<file path="src/rtl/feature_quant_packer_pkg.sv">
// -----------------------------------------------------------------------------
// feature_quant_packer_pkg
// Shared definitions for the LogicNets input stage and the layer-0 neurons:
//   - default parameter values (code width, feature count, raw width, counter)
//   - threshold-address field helpers ({feature index, threshold index k})
//   - reset-time threshold function (uniform bins over the raw range)
//   - classification of a feature accept with respect to sample length
// Bit ordering shared with the neurons: feature i occupies bits
// [i*QBITS +: QBITS] of the packed vector.
// -----------------------------------------------------------------------------
package feature_quant_packer_pkg;

  localparam int QBITS_DEF        = 2;
  localparam int NUM_FEATURES_DEF = 16;
  localparam int FEAT_W_DEF       = 16;
  localparam int CNT_W_DEF        = 16;

  // Number of thresholds per feature for a given code width.
  function automatic int num_thresh(input int qbits);
    return (1 << qbits) - 1;
  endfunction

  // Width of the feature-index field of the threshold address.
  // A single-feature configuration still gets a 1-bit field.
  function automatic int fidx_w(input int num_features);
    return (num_features > 1) ? $clog2(num_features) : 1;
  endfunction

  // Reset value of threshold k: (k+1) << (FEAT_W-QBITS), i.e. the raw range
  // split into 2^QBITS equal bins. Caller truncates to FEAT_W.
  function automatic logic [63:0] default_thresh(input int feat_w, input int qbits,
                                                 input int k);
    return 64'(k + 1) << (feat_w - qbits);
  endfunction

  // What a single feature accept means for the sample being assembled.
  typedef enum logic [1:0] {
    EVT_NONE = 2'd0,  // no accept this cycle
    EVT_MID  = 2'd1,  // interior feature, keep assembling
    EVT_DONE = 2'd2,  // last feature at the last index: vector complete
    EVT_ERR  = 2'd3   // length mismatch: drop the partial sample
  } accept_evt_e;

endpackage

</file>
<file path="src/rtl/feature_quantizer.sv">
// -----------------------------------------------------------------------------
// feature_quantizer
// Purely combinational: maps one raw feature value onto a QBITS code by
// counting how many thresholds of the selected feature it meets or exceeds.
// Thresholds need not be monotonic; each one is counted independently.
// Ports:
//   value_i       raw unsigned feature value
//   thresh_row_i  2^QBITS-1 thresholds, threshold k at [k*FEAT_W +: FEAT_W]
//   code_o        number of thresholds with value_i >= threshold
// -----------------------------------------------------------------------------
module feature_quantizer
  import feature_quant_packer_pkg::*;
#(
  parameter int  FEAT_W = FEAT_W_DEF,
  parameter int  QBITS  = QBITS_DEF,
  localparam int NT     = num_thresh(QBITS)
) (
  input  logic [FEAT_W-1:0]    value_i,
  input  logic [NT*FEAT_W-1:0] thresh_row_i,
  output logic [QBITS-1:0]     code_o
);

  logic [NT-1:0] ge;

  generate
    for (genvar gi = 0; gi < NT; gi++) begin : g_cmp
      assign ge[gi] = (value_i >= thresh_row_i[gi*FEAT_W +: FEAT_W]);
    end
  endgenerate

  // Population count of the compare results; at most NT, which fits QBITS.
  always_comb begin
    code_o = '0;
    for (int k = 0; k < NT; k++) begin
      code_o = code_o + QBITS'(ge[k]);
    end
  end

endmodule

</file>
<file path="src/rtl/feature_quant_packer.sv">
// -----------------------------------------------------------------------------
// feature_quant_packer
// Input stage of the binary-classification LogicNets datapath. Takes one raw
// feature per handshake, quantizes it against programmable per-feature
// thresholds, assembles the codes of one sample into a flat vector and hands
// the vector downstream over valid/ready. A hold buffer behind the output
// register lets assembly of the next sample overlap a downstream stall.
// Ports:
//   clk, rst_n        clock (rising edge), asynchronous active-low reset
//   s_valid/s_ready   raw feature stream handshake
//   s_data, s_last    raw feature value, marks final feature of a sample
//   m_valid/m_ready   packed vector handshake
//   m_data            packed codes, feature i at [i*QBITS +: QBITS]
//   cfg_we/addr/data  threshold write, addr = {feature index, k}
//   err_len           sticky flag: a sample of the wrong length was seen
//   sample_cnt        vectors accepted downstream, wrapping
// -----------------------------------------------------------------------------
module feature_quant_packer
  import feature_quant_packer_pkg::*;
#(
  parameter int  NUM_FEATURES = NUM_FEATURES_DEF,
  parameter int  FEAT_W       = FEAT_W_DEF,
  parameter int  QBITS        = QBITS_DEF,
  parameter int  CNT_W        = CNT_W_DEF,
  localparam int NT           = num_thresh(QBITS),
  localparam int FIDX_W       = fidx_w(NUM_FEATURES),
  localparam int ADDR_W       = FIDX_W + QBITS,
  localparam int VEC_W        = NUM_FEATURES * QBITS,
  localparam int ROW_W        = NT * FEAT_W
) (
  input  logic              clk,
  input  logic              rst_n,
  input  logic              s_valid,
  output logic              s_ready,
  input  logic [FEAT_W-1:0] s_data,
  input  logic              s_last,
  output logic              m_valid,
  input  logic              m_ready,
  output logic [VEC_W-1:0]  m_data,
  input  logic              cfg_we,
  input  logic [ADDR_W-1:0] cfg_addr,
  input  logic [FEAT_W-1:0] cfg_data,
  output logic              err_len,
  output logic [CNT_W-1:0]  sample_cnt
);

  localparam logic [FIDX_W-1:0] LAST_IDX = FIDX_W'(NUM_FEATURES - 1);

  // ---------------------------------------------------------------------------
  // Threshold table
  // ---------------------------------------------------------------------------
  logic [FIDX_W-1:0] cfg_f;
  logic [QBITS-1:0]  cfg_k;
  logic [FEAT_W-1:0] thr_q  [NUM_FEATURES][NT];
  logic              we_hit [NUM_FEATURES][NT];

  assign cfg_f = cfg_addr[ADDR_W-1:QBITS];
  assign cfg_k = cfg_addr[QBITS-1:0];

  // Only addresses that name an existing threshold produce a hit, so writes
  // with k = 2^QBITS-1 or an out-of-range feature index fall through silently.
  generate
    for (genvar gi = 0; gi < NUM_FEATURES; gi++) begin : g_feat
      for (genvar gk = 0; gk < NT; gk++) begin : g_thr
        assign we_hit[gi][gk] = cfg_we && (cfg_f == FIDX_W'(gi)) && (cfg_k == QBITS'(gk));
      end
    end
  endgenerate

  always_ff @(posedge clk or negedge rst_n) begin
    if (!rst_n) begin
      for (int f = 0; f < NUM_FEATURES; f++) begin
        for (int k = 0; k < NT; k++) begin
          thr_q[f][k] <= FEAT_W'(default_thresh(FEAT_W, QBITS, k));
        end
      end
    end else begin
      for (int f = 0; f < NUM_FEATURES; f++) begin
        for (int k = 0; k < NT; k++) begin
          if (we_hit[f][k]) begin
            thr_q[f][k] <= cfg_data;
          end
        end
      end
    end
  end

  // ---------------------------------------------------------------------------
  // Quantization of the current feature
  // ---------------------------------------------------------------------------
  logic [FIDX_W-1:0] index_q;
  logic [ROW_W-1:0]  cur_row;
  logic [QBITS-1:0]  code;

  // The table is read from registers, so a write on the accept edge is not
  // yet visible: the accept uses the old value.
  always_comb begin
    cur_row = '0;
    for (int f = 0; f < NUM_FEATURES; f++) begin
      if (index_q == FIDX_W'(f)) begin
        for (int k = 0; k < NT; k++) begin
          cur_row[k*FEAT_W +: FEAT_W] = thr_q[f][k];
        end
      end
    end
  end

  feature_quantizer #(
    .FEAT_W (FEAT_W),
    .QBITS  (QBITS)
  ) u_quantizer (
    .value_i      (s_data),
    .thresh_row_i (cur_row),
    .code_o       (code)
  );

  // ---------------------------------------------------------------------------
  // Assembly, output register, hold buffer, counters
  // ---------------------------------------------------------------------------
  logic [VEC_W-1:0] asm_q;
  logic [VEC_W-1:0] asm_d;
  logic [VEC_W-1:0] out_q;
  logic [VEC_W-1:0] hold_q;
  logic             m_valid_q;
  logic             hold_full_q;
  logic             err_q;
  logic [CNT_W-1:0] cnt_q;
  logic             accept;
  logic             out_fire;
  accept_evt_e      evt;

  assign s_ready    = !hold_full_q;
  assign accept     = s_valid && s_ready;
  assign out_fire   = m_valid_q && m_ready;
  assign m_valid    = m_valid_q;
  assign m_data     = out_q;
  assign err_len    = err_q;
  assign sample_cnt = cnt_q;

  // Assembly buffer with the current code dropped into its slot; on the last
  // feature this is the complete vector.
  always_comb begin
    asm_d = asm_q;
    for (int f = 0; f < NUM_FEATURES; f++) begin
      if (index_q == FIDX_W'(f)) begin
        asm_d[f*QBITS +: QBITS] = code;
      end
    end
  end

  always_comb begin
    evt = EVT_NONE;
    if (accept) begin
      if (index_q == LAST_IDX) begin
        evt = s_last ? EVT_DONE : EVT_ERR;
      end else begin
        evt = s_last ? EVT_ERR : EVT_MID;
      end
    end
  end

  always_ff @(posedge clk or negedge rst_n) begin
    if (!rst_n) begin
      index_q     <= '0;
      asm_q       <= '0;
      out_q       <= '0;
      hold_q      <= '0;
      m_valid_q   <= 1'b0;
      hold_full_q <= 1'b0;
      err_q       <= 1'b0;
      cnt_q       <= '0;
    end else begin
      // Stale slots of a dropped sample need no clearing: every slot is
      // rewritten before the next completion.
      if (accept) begin
        asm_q <= asm_d;
      end

      case (evt)
        EVT_MID:  index_q <= index_q + 1'b1;
        EVT_DONE: index_q <= '0;
        EVT_ERR:  index_q <= '0;
        default:  index_q <= index_q;
      endcase

      if (evt == EVT_ERR) begin
        err_q <= 1'b1;
      end

      if (out_fire) begin
        cnt_q <= cnt_q + 1'b1;
      end

      // A completion can only coincide with a full hold buffer if s_ready
      // were high, which it is not, so these cases are exclusive.
      if (out_fire) begin
        if (hold_full_q) begin
          out_q       <= hold_q;
          hold_full_q <= 1'b0;
        end else if (evt == EVT_DONE) begin
          out_q <= asm_d;
        end else begin
          m_valid_q <= 1'b0;
        end
      end else if (evt == EVT_DONE) begin
        if (!m_valid_q) begin
          out_q     <= asm_d;
          m_valid_q <= 1'b1;
        end else begin
          hold_q      <= asm_d;
          hold_full_q <= 1'b1;
        end
      end
    end
  end

endmodule

</file>
<file path="config.mk">
export PLATFORM = sky130hd
export DESIGN_NAME = feature_quant_packer
export DESIGN_NICKNAME = d
export VERILOG_FILES = /design/src/rtl/feature_quant_packer_pkg.sv /design/src/rtl/feature_quantizer.sv /design/src/rtl/feature_quant_packer.sv
export SDC_FILE = /design/constraint.sdc
export NUM_CORES = 1
export LEC_CHECK = 0
export BUFFER_PORTS_ARGS = -buffer_cell sky130_fd_sc_hd__clkbuf_2
export CAP_MARGIN = 30
export CORE_MARGIN = 5
export CORE_UTILIZATION = 45
export CTS_BUF_LIST = sky130_fd_sc_hd__clkbuf_4
export DETAILED_ROUTE_END_ITERATION = 12
export HOLD_SLACK_MARGIN = 0.02
export PLACE_DENSITY = 0.73
export SLEW_MARGIN = 20
export SYNTH_ARGS = -nofsm -noshare
export SYNTH_HDL_FRONTEND = slang
export SYNTH_SLANG_ARGS = --single-unit
export TNS_END_PERCENT = 100
</file>
<file path="constraint.sdc">
create_clock -name clk -period 4.5 [get_ports clk]
set_input_delay 0.9 -clock clk [delete_from_list [all_inputs] [get_ports clk]]
set_output_delay 0.9 -clock clk [all_outputs]
set_load 0.01 [all_outputs]
</file>
# Word-level counts from Yosys, hierarchy flattened
# Cells that the tools add are included.
[word_totals]
ramBits = 0
input_bits = 44
mem_bits_ro = 0
latchBits = 0
wordCells = 230
register_bits = 887
memories = 0
output_inout_bits = 51
[op_classes]
eq_ne = 38
multipliers = 0
reduce_logical = 79
bitwise = 1
add_sub_neg = 4
order_cmp = 3
shifts = 0
div = 0
n_mux = 49
[op_table]
columns = ["cell", "n"]
rows = [
  ["$mux W48", 16],
  ["$mux W32", 5],
  ["$logic_and A1 B1 Y1", 66],
  ["$eq A4 B4 Y1 const B", 16],
  ["$ge A16 B16 Y1", 3],
  ["$mux W2", 19],
  ["$eq A4 B3 Y1 const B", 8],
  ["$add A16 B1 Y16 const B", 1],
  ["$eq A4 B2 Y1 const B", 4],
  ["$reduce_and A3 Y1", 3],
  ["$eq A4 B1 Y1 const B", 2],
  ["$logic_not A4 Y1", 2],
  ["$mux W1", 8],
  ["$pmux W4 S2", 1],
  ["$reduce_bool A2 Y1", 4],
  ["$eq A2 B2 Y1 const B", 3],
  ["$add A4 B1 Y4 const B", 1],
  ["$eq A2 B1 Y1 const B", 2],
  ["$ne A2 B2 Y1 const B", 2],
  ["$add A1 B1 Y2", 1],
  ["$add A2 B1 Y2", 1],
  ["$logic_not A2 Y1", 1],
  ["$ne A2 B1 Y1 const B", 1],
  ["$reduce_and A2 Y1", 1],
  ["3 further kinds", 3],
]

# Depth between registers and ports, before layout
[logic_depth]
depth_word = 24
depth_mapped = 23
ltp_nobuf = 17

# Modules after synthesis
# A second synthesis with hierarchy kept.
[hier_totals]
hier_cells = 3612
area_unflattened_um2 = 42519.5
[by_module_without_submodules]
columns = ["module", "cells_per_inst", "n_inst", "area_each_um2"]
rows = [
  ["feature_quant_packer", 3450, 1, 41304.6],
  ["feature_quantizer", 162, 1, 1214.9],
]

# Least setup slack after synthesis
# Ideal clock, no wire load.
[synth_path]
path_kind = "register to register"
start = "register index_q[0]"
end = "register out_q[24], in the netlist m_data[24]"
arrival_time_ps = 4415
required_time_ps = 4375
path_slack_ps = -40
path_stages_with_launch = 22
path_buffers = 5
period_less_slack_ps = 4540
path_cell_list = "dfrtp_1 inv_1 ha_1 buf_2 buf_2 buf_2 buf_2 a221oi_1 nor3_1 a2111oi_0 o22ai_1 ha_1 nand2b_1 a21o_1 a211oi_1 o21ai_0 a31o_2 fa_1 clkbuf_1 mux2i_1 o21ai_0 mux2_2"
[synth_via]
elab_chain_cells = 24
elab_cells_between_ends = 49
cone_classes = "add/sub: 2; order compare: 3; eq/ne: 16; mux: 24; reduce/logical: 4"
[synth_lines]
columns = ["element", "line_no", "text"]
rows = [
  ["from (decl)", "feature_quant_packer.sv:91", "logic [FIDX_W-1:0] index_q;"],
  ["from (signal assigned)", "feature_quant_packer.sv:180", "EVT_MID: index_q <= index_q + 1'b1;"],
  ["from (signal assigned)", "feature_quant_packer.sv:183", "default: index_q <= index_q;"],
  ["$logic_not A4 Y1", "feature_quant_packer.sv:100", "if (index_q == FIDX_W'(f)) begin"],
  ["$mux W48 (16 in a row)", "feature_quant_packer.sv:100", ""],
  ["$ge A16 B16 Y1", "feature_quantizer.sv:27", "assign ge[gi] = (value_i >= thresh_row_i[gi*FEAT_W +: FEAT_W]);"],
  ["$add A1 B1 Y2", "feature_quantizer.sv:35", "code_o = code_o + QBITS'(ge[k]);"],
  ["$add A2 B1 Y2", "feature_quantizer.sv:35", ""],
  ["$mux W2", "feature_quant_packer.sv:145", "if (index_q == FIDX_W'(f)) begin"],
  ["$mux W32, on equally long branches", "feature_quant_packer.sv:206, feature_quant_packer.sv:200", ""],
  ["$mux W32, on equally long branches", "feature_quant_packer.sv:205, feature_quant_packer.sv:197", ""],
  ["$mux W32", "feature_quant_packer.sv:196", "if (out_fire) begin"],
  ["to (signal assigned)", "feature_quant_packer.sv:198", "out_q <= hold_q;"],
  ["to (signal assigned)", "feature_quant_packer.sv:201", "out_q <= asm_d;"],
  ["to (signal assigned)", "feature_quant_packer.sv:207", "out_q <= asm_d;"],
  ["to (decl)", "feature_quant_packer.sv:122", "logic [VEC_W-1:0] out_q;"],
]
# Several ways; a longest one is shown, not always the timed one. The select of a mux whose other input is x is not followed.
# A chain may end at the register's enable or synchronous reset.

# Worst setup path in the final report
[layout_path]
start = "register index_q[0]"
end = "register out_q[2], in the netlist m_data[2]"
# Same word-level chain as after synthesis.

==> flow_metrics.env <==
export IMPL_fill_cells=7987
export IMPL_cts_tree="done"
export IMPL_coreArea_um2=95200
export IMPL_numClockSinks=887
export IMPL_die_height_um=320
export IMPL_setup_tns_ns=-19.01
export IMPL_yosys_warnings=0
export IMPL_cp_data_arrival_time_ns=5.97
export IMPL_hold_ws_ns=0.154
export IMPL_ys_types=98
export IMPL_grt_usage_pct=26.9
export IMPL_grt_pass1_vias=34735
export IMPL_maxCapViolations=0
export IMPL_startpoint_type="flop"
export IMPL_clock_latency_ns=1.18
export IMPL_syn_nets=3758
export IMPL_power_density_nw_per_um2=426
export IMPL_grt_pass1_wl_um=213000
export IMPL_syn_instance_count=3660
export IMPL_die_w_um=320
export IMPL_start_util_pct=45.4
export IMPL_fin_crit_ns=4.96
export IMPL_std_cell_rows=113
export IMPL_tightest_slew_ns=1.05
export IMPL_io_buffer_count=94
export IMPL_area_delta_synth_final_pct=18.7
export IMPL_synth_flop_cell="dfrtp_1"
export IMPL_layout_common_cells="dfrtp_1 (821), mux2_2 (799), clkbuf_4 (352)"
export IMPL_grt_antenna_before_repair=11
export IMPL_drt_iter0_markers=3511
export IMPL_synth_edff_count=0
export IMPL_violations="negative setup slack"
export IMPL_final_cells=5514
export IMPL_slew_limit_headroom_pct=29.9
export IMPL_yosysSeqAreaShare_pct=51.6
export IMPL_synth_area_leaders="dfrtp_1 (48%), mux2_2 (21%), dfstp_2 (3.9%)"
export IMPL_num_io_pins=95
export IMPL_gp_congestion=0.950
export IMPL_dp_cells=5077
export IMPL_finalPower_mw=21.8
export IMPL_synthArstFlopShare_pct=100
export IMPL_synth_largest_area_cell="dfrtp_1"
export IMPL_rsz0062_at_grt="true"
export IMPL_grt_ovfl_total=0
export IMPL_clockBufferDepth=3
export IMPL_htree_levels=4
export IMPL_required_ns=5.51
export IMPL_timing_fmax_mhz=202
export IMPL_pre_cts_ws_ns=-0.643
export IMPL_grt_max_degree=124
export IMPL_finalSetupViolCount=96
export IMPL_cts_root_buffer="clkbuf_4"
export IMPL_dp_hpwl_um=92600
export IMPL_vias=33911
export IMPL_path_clk_slew_ns=0.08
export IMPL_fin_ws_ns=-0.458
export IMPL_critPathMaxFanout=16
export IMPL_status="finished with violations"
export IMPL_crit_type="reg2reg"
export IMPL_finalMaxSlewViolations=0
export IMPL_cts_made_buffers=217
export IMPL_post_synth_cell_area_avg_um2=11.8
export IMPL_via_per_inst=6.15
export IMPL_layout_drive_gt1_share_pct=44.7
export IMPL_wl_um=140000
export IMPL_leakagePower_nw=23.5
export IMPL_synth_top_cell_area_share_pct=47.7
export IMPL_syn_area_um2=43200
export IMPL_fin_crit_sh_pct=110
export IMPL_clock_skew_ns=0.100
export IMPL_firstDrtPassIters=8
export IMPL_detail_route_wl_per_cell_um=25.5
export IMPL_layout_commonest_cell="dfrtp_1"
export IMPL_die_area_um2=102000
export IMPL_drtAntennaViolNets=0
export IMPL_cp_end_kind="flop"
export IMPL_fin_nets=4153
export IMPL_synth_seq_cells=887
export IMPL_hold_viol=0
export IMPL_peakVddDrop_mv=0.308
export IMPL_remaining_drc_errors=0
export IMPL_hold_path_class="in2reg"
power breakdown:
part           total (mW)  internal (mW)  leakage [nW]  switching, mW
clock network        7.03           3.64          1.74           3.39
registers            9.67           9.05          11.6          0.627
logic                5.09           2.34          10.1           2.75
total                21.8           15.0          23.5           6.77
cell families (layout without fill, tap and decap cells):
family	count (synthesis)	in the layout	share of synthesized area, %
adders and majority gates	54	54	1.58
xor gates and xnor gates	16	16	0.325
AOI/OAI and AO/OA	933	933	14.5
muxes	833	833	21.6
buffers and inverters	354	930	3.82
DFF	887	887	51.6
other	0	13	0
and+or+nand+nor	583	583	6.55
layer usage:
layer	wire (um)	vias up	global-route usage [%]
met5	15	-	0
met4	8200	2	14.6
met3	14100	457	7.89
met2	62300	1854	40.7
met1	55900	17221	34.9
li1	-	14377	-
registers in the layout, indices dropped and copies added, names as in the netlist:
| signal | flops |
|---|---|
| m_data | 32 |
| index_q | 4 |
| asm_q | 32 |
| thr_q | 768 |
| m_valid | 1 |
| err_len | 1 |
| hold_q | 32 |
| sample_cnt | 16 |
| hold_full_q | 1 |
final timing paths:
| check | from | to | slack (ns) | depth (start not counted) |
|---|---|---|---|---|
| min in group asynchronous | rst_n | thr_q[731] | 0.39 | 2 |
| worst min register to register | hold_q[5] | hold_q[5] | 0.48 | 2 |
| worst max-delay path | index_q[0] | m_data[2] | -0.46 | 22 |
| max in group asynchronous | rst_n | thr_q[62] | 2.77 | 4 |
| worst max register to register | index_q[0] | m_data[2] | -0.46 | 22 |
| worst min-delay path | s_valid | m_valid | 0.15 | 3 |
final cells by class:
type	count	area [um^2]	share of cell area (%)
inverter	18	77.6	0.151
tap	1265	1580	3.09
antenna	13	32.5	0.0635
multi-input combinational	2419	19900	38.8
sequential	887	22300	43.5
clock inverter	48	262	0.511
clock buffer	352	2640	5.16
timing repair buffer	512	4440	8.68
per-stage QoR:
step | area [um^2] | util, %
after detailed placement | 47400 | 49.8
after global routing | 51200 | 53.8
after global placement | 47200 | 49.6
after floorplan | 43200 | -
after CTS | 50900 | 53.5
final | 51200 | 53.8
synthesized netlist by cell type, types with 13 or more instances:
library cell	n
mux2i_1	34
mux2_2	799
a221oi_1	56
o311a_1	14
ha_1	53
a211o_1	17
o21ai_0	244
a221o_1	25
dfstp_2	64
o22ai_1	72
nor3_1	21
xnor2_1	14
clkbuf_1	167
a211oi_1	17
o21ai_1	13
nand3_1	20
nand3b_1	14
buf_2	130
nor2b_1	15
nor2_1	130
a31oi_1	17
a22oi_1	62
a21oi_1	187
o21a_1	54
a21o_1	17
and3_1	15
nor2_2	32
nand2_1	236
o2bb2ai_1	23
inv_1	16
nand2b_1	39
dfrtp_1	823
a2bb2oi_1	30
buf_4	16
worst max-delay path: stages (launching register included):
cell and delay [ns]:
dfrtp_1 0.41, inv_2 0.10, buf_4 0.12, ha_4 0.27, buf_8 0.17, inv_8 0.05
buf_12 0.13, buf_4 0.15, nor2_1 0.09, o32a_1 0.26, o221ai_2 0.20, a221oi_2 0.35
ha_1 0.24, nand2b_1 0.11, a21oi_1 0.08, or3_1 0.37, o221ai_2 0.17, buf_4 0.19
fa_2 0.47, buf_12 0.18, mux2i_4 0.19, o21ai_1 0.13, mux2_2 0.31
timing repair:
| item | CTS | global route |
|---|---|---|
| pin swaps | 14 | 4 |
| resized for setup | 97 | 68 |
| gates cloned | 1 | 0 |
| hold endpoints to repair | 76 | 0 |
| setup endpoints to repair | 96 | 96 |
| buffers inserted | 13 | 4 |
| hold buffers | 2 | 0 |
No activity file was read; power rests on OpenSTA's default activity.
